$ cat src/rtl/xor6_arbiter.sv
// Round-robin arbiter that shares one 6-bit XOR datapath among four requesters.
// The winner's operands are captured, XORed, and the result is held with its ID until acknowledged.

module xor6 #(
  parameter int W = 6
) (
  input  logic [W-1:0] i_a,
  input  logic [W-1:0] i_b,
  output logic [W-1:0] o_y
);
  assign o_y = i_a ^ i_b;
endmodule

module xor6_arbiter #(
  parameter int W = 6,
  parameter int N = 4
) (
  input  logic           clk,
  input  logic           reset_n,
  input  logic [N-1:0]   req,
  input  logic [N*W-1:0] a_flat,
  input  logic [N*W-1:0] b_flat,
  output logic [N-1:0]   gnt,
  output logic [W-1:0]   result,
  output logic [1:0]     result_id,
  output logic           result_valid,
  input  logic           res_ack,
  output logic           busy,
  output logic [1:0]     dbg_state
);

  typedef enum logic [1:0] {
    S_IDLE = 2'd0,
    S_EXEC = 2'd1,
    S_HOLD = 2'd2
  } state_t;

  state_t       r_state;
  state_t       w_state_nxt;
  logic [1:0]   r_ptr;
  logic [1:0]   r_id;
  logic [W-1:0] r_op_a;
  logic [W-1:0] r_op_b;
  logic [N-1:0] r_gnt;
  logic [W-1:0] r_result;
  logic [1:0]   r_result_id;
  logic         r_result_valid;

  logic         w_found;
  logic [1:0]   w_winner;
  logic [N-1:0] w_onehot;
  logic         w_grant;
  logic         w_complete;
  logic         w_release;
  logic [W-1:0] w_xor;

  // Search upward from the pointer, wrapping 3 -> 0; first set request wins.
  always_comb begin
    logic [1:0] v_idx;
    w_found  = 1'b0;
    w_winner = r_ptr;
    v_idx    = r_ptr;
    for (int k = 0; k < N; k++) begin
      v_idx = r_ptr + 2'(k);
      if (!w_found && req[v_idx]) begin
        w_found  = 1'b1;
        w_winner = v_idx;
      end
    end
  end

  assign w_onehot = N'(1) << w_winner;

  always_ff @(posedge clk or negedge reset_n) begin
    if (!reset_n) begin
      r_state <= S_IDLE;
    end else begin
      r_state <= w_state_nxt;
    end
  end

  always_comb begin
    w_state_nxt = r_state;
    w_grant     = 1'b0;
    w_complete  = 1'b0;
    w_release   = 1'b0;
    case (r_state)
      S_IDLE: begin
        if (w_found) begin
          w_grant     = 1'b1;
          w_state_nxt = S_EXEC;
        end
      end
      S_EXEC: begin
        w_complete  = 1'b1;
        w_state_nxt = S_HOLD;
      end
      S_HOLD: begin
        if (res_ack) begin
          w_release   = 1'b1;
          w_state_nxt = S_IDLE;
        end
      end
      default: begin
        w_state_nxt = S_IDLE;
      end
    endcase
  end

  xor6 #(.W(W)) u_xor6 (
    .i_a(r_op_a),
    .i_b(r_op_b),
    .o_y(w_xor)
  );

  // Operands are sampled only on the granting edge; later operand changes are ignored.
  always_ff @(posedge clk or negedge reset_n) begin
    if (!reset_n) begin
      r_ptr          <= '0;
      r_id           <= '0;
      r_op_a         <= '0;
      r_op_b         <= '0;
      r_gnt          <= '0;
      r_result       <= '0;
      r_result_id    <= '0;
      r_result_valid <= 1'b0;
    end else begin
      r_gnt <= w_grant ? w_onehot : '0;
      if (w_grant) begin
        r_op_a <= a_flat[int'(w_winner)*W +: W];
        r_op_b <= b_flat[int'(w_winner)*W +: W];
        r_id   <= w_winner;
        r_ptr  <= w_winner + 2'd1;
      end
      if (w_complete) begin
        r_result       <= w_xor;
        r_result_id    <= r_id;
        r_result_valid <= 1'b1;
      end
      if (w_release) begin
        r_result_valid <= 1'b0;
      end
    end
  end

  assign gnt          = r_gnt;
  assign result       = r_result;
  assign result_id    = r_result_id;
  assign result_valid = r_result_valid;
  assign busy         = (r_state != S_IDLE);
  assign dbg_state    = r_state;

endmodule

$ cat config.mk
export PLATFORM = sky130hd
export DESIGN_NAME = xor6_arbiter
export DESIGN_NICKNAME = d
export VERILOG_FILES = /design/src/rtl/xor6_arbiter.sv
export SDC_FILE = /design/constraint.sdc
export NUM_CORES = 1
export LEC_CHECK = 0
export ABC_CLOCK_PERIOD_IN_PS = 2000
export CAP_MARGIN = 10
export CORE_ASPECT_RATIO = 0.9
export CORE_MARGIN = 2
export CORE_UTILIZATION = 43
export CTS_CLUSTER_DIAMETER = 40
export DETAILED_ROUTE_END_ITERATION = 10
export MAX_ROUTING_LAYER = met4
export PLACE_DENSITY = 0.79
export SLEW_MARGIN = 30
export SYNTH_ARGS = -nofsm -noshare
export SYNTH_HDL_FRONTEND = slang
export SYNTH_SLANG_ARGS = --single-unit
$ cat constraint.sdc
create_clock -name clk -period 2 [get_ports clk]
set_clock_uncertainty 0.05 [all_clocks]
set_input_delay 0.4 -clock clk [delete_from_list [all_inputs] [get_ports clk]]
set_output_delay 0.4 -clock clk [all_outputs]
set_load 0.01 [all_outputs]
==> results of run 1 <==
[metrics by stage]
| stage | setup TNS [ns] | cell area [um^2] | cells | power (mW) |
|---|---|---|---|---|
| floorplan | 0 | 1740 | 163 | 2.36 |
| global placement | -6.49 | 2670 | 292 | 3.21 |
| detailed placement | -8.85 | 2670 | 292 | 3.29 |
| CTS | 0 | 2820 | 300 | 3.89 |
| global route | 0 | 2820 | 300 | 4.14 |
| finish | 0 | 2820 | 300 | 3.87 |
[report_power, final]
group | switching [mW] | internal (mW)
clock network | 0.225 | 0.269
registers | 0.197 | 0.936
logic | 0.996 | 1.25
[logic make-up after synthesis]
group | Yosys count | synth area share (%)
AOI/OAI and AO/OA | 54 | 27.3
xor gates and xnor gates | 7 | 3.52
buffers and inverters | 13 | 4.89
DFF | 31 | 44.6
muxes | 14 | 8.20
and+or+nand+nor | 44 | 11.5
[routing by layer]
| metal | global-route usage (%) | vias to the layer above | share of wire [%] |
|---|---|---|---|
| li1 | - | 774 | - |
| met5 | - | - | 0 |
| met3 | 4.89 | 8 | 7.1 |
| met2 | 33.6 | 59 | 46 |
| met4 | 7.78 | 0 | 1.5 |
| met1 | 28.4 | 734 | 45 |
[critical path, delay by kind of cell]
family | cells | cell delay (ns)
AO/OA/AOI/OAI | 2 | 0.34
multiplexers | 1 | 0.21
AND/OR/NAND/NOR | 2 | 0.41
buffers and inverters | 2 | 0.63
[final cells by class]
type                    instances  area [um^2]  share of cell area, %
repair buffers                 95          977                   34.7
clock inverters                 1         5.00                  0.178
inverters                       2         7.51                  0.266
multi-input cells             119          913                   32.4
flip-flops and latches         31          776                   27.5
well taps                      46         57.6                   2.04
clock buffers                   6         82.6                   2.93
[repair_timing]
action                                 in CTS  in global routing
endpoints found under the hold margin       0                  0
setup endpoints to repair                  19                  1
gates resized for setup                    10                  1
buffers inserted                            0                  0
pin swaps                                   1                  0
gates cloned                                1                  0
[flip-flops by register name, summed over array words and instances (netlist names)]
name / cells
r_op_a: 6
r_op_b: 6
result: 6
gnt: 4
dbg_state: 2
r_id: 2
r_ptr: 2
result_id: 2
result_valid: 1
[cells in the final DEF, fill, tap and decap left out, types with 2 or more instances in the layout]
cell type	Yosys	final
a211oi_1	10	9
o21ai_0	8	8
mux2_2	2	2
nor2b_1	3	3
buf_12	0	5
nand2_1	10	10
buf_4	3	18
clkbuf_8	0	6
inv_1	2	2
nand2b_1	3	3
o21a_1	2	2
nor2_1	22	22
a211oi_2	15	16
clkdlybuf4s50_1	0	65
a21oi_1	3	2
dfrtp_1	31	31
dlygate4sd2_1	0	4
o31a_1	12	12
xnor2_1	6	6
mux2i_1	12	11
[final timing paths]
path,endpoint,cells past startpoint,start
setup / recovery,r_op_a[2]$_DFFE_PN0P_,7,req[2]
max in group asynchronous,gnt[2]$_DFF_PN0_,2,reset_n
min in group asynchronous,result_valid$_DFFE_PN0P_,2,reset_n
setup reg to reg,r_op_b[0]$_DFFE_PN0P_,7,dbg_state[1]$_DFFE_PN0P_
hold / removal,result[0]$_DFFE_PN0P_,2,result[0]$_DFFE_PN0P_
hold reg to reg,result[0]$_DFFE_PN0P_,2,result[0]$_DFFE_PN0P_
==> results.md, run 1 <==
* Ranking of synthesized cells by area: dfrtp_1, a211oi_2, mux2i_1
* Slew of the pin with the lowest slew margin at 0.498 ns
* Vias in the first global route at roughly 1600
* Die area at between 4000 and 5000 um^2
* Core Area at between 3000 and 4000 um^2
* Root buf cell: clkbuf_8
* PD cells at approximately 1400 nW/um^2
* Syn Area/Cell at about 11 um^2
* CTS Hold Bufs at 0
* Top cell type's share of synthesized area at 44.6%
* Critical Path RT at 2.12 ns
* Critical path class: input port to flop
* Post-synthesis cell count at about 160
* Rel. slew slack at about two thirds
* PnR worst setup slack at 0.127 ns
* Netlist Area Pre-Place at around 1700 um^2
* WL/cell at approximately 15 um
* Hold Path Class: flop to flop
* Worst path cell trace: dlygate4sd2_1 -> nor2b_1 -> o21a_1 -> nor3_4 -> bufbuf_16 -> mux2i_1 -> a211oi_2
* CTS tree: built
* Status: finished, final reports clean
* Syn nets at 218
* Number of synthesized flops with an enable pin at 0
* VDD IR max at 0.000593 V
* NumNets Final at around 310
* Vias per cell at 5.25
* FFs w/ async S/R, synth at 100%
* Synth warnings at 0
* Post-synth top cells: dfrtp_1, nor2_1, a211oi_2
* Max-slew violations at 0
* Final period utilization at between 90% and 100%
* Total Routing Usage GR at between 20% and 30%
* Port buffer count at 70
* Initial antenna violation count at 0
* Chip height at approximately 64 um
* Seq/Total Area, Yosys at between 40 and 50%
* Max Cap Viol at 0
* Finish-stage setup viols at 0
* Pre-Repair DR Iteration Count at 4
* Util after Layout at approximately three quarters
* Max stage delay on crit path at 0.33 ns
* Tmin final at approximately 1.9 ns
* Critical Path Source Type: input port
* CP max FO at 9
* Grt ovf at 0
* H-tree Lvls at 2
* Yosys top cell by area: dfrtp_1
* Setup crit end kind: flop
* R2R Setup Slk at roughly 0.15 ns
* RSZ-0062 raised after global routing: false
* Clock-pin slew on the worst setup and hold paths at around 0.06 ns
* Layout cells sized above 1 at roughly 22%
* Post-route ant nets at 0
* Synth unique cells at 31
* DP Worst Slack at -0.515 ns
* Synth Register Bits at 31
* CTS sink cnt at 31
* Leakage at approximately 1.2 nW
* Num CTS Buffers at 5
* Initial core utilization at between 40% and 50%
* Top FF cell, synth: dfrtp_1
* Cell with the most instances after synthesis: dfrtp_1
* Worst path slowest cell: bufbuf_16
* Floorplan die width at 71.1 um
* Hold slack at roughly 0.44 ns
* Pin count of the biggest net entering global routing at 32
* Fillers at 280
* First-pass GRT wire length at around 7400 um
* WP data arrival at just under 2 ns
* DRT iter0 DRCs at 66
* Clock Tree Buf Depth at 2
* Final hold vios at 0
* Ports at between 70 and 80
* Rows at 21
* Worst skew pair latency at around 0.29 ns
* Residual DRC at 0
* ANT cells at 0
* Achievable Freq at 534 MHz
* Vias at around 1600
* Area grow syn2layout at 62.0%
* GPL Wtd Cong at 0.820
* WL final at around 4500 um
* Detailed Place HPWL at 3400 um
(Power assumes the default switching activity.)
==> run 2, diff against run 1 <==
--- a/config.mk
+++ b/config.mk
@@ -10,7 +10,7 @@
 export CORE_ASPECT_RATIO = 0.9
 export CORE_MARGIN = 2
 export CORE_UTILIZATION = 43
-export CTS_CLUSTER_DIAMETER = 40
+export CTS_CLUSTER_DIAMETER = 100
 export DETAILED_ROUTE_END_ITERATION = 10
 export MAX_ROUTING_LAYER = met4
 export PLACE_DENSITY = 0.79
==> results of run 2 <==
Final layout, timing and power as in run 1 (identical DEF).
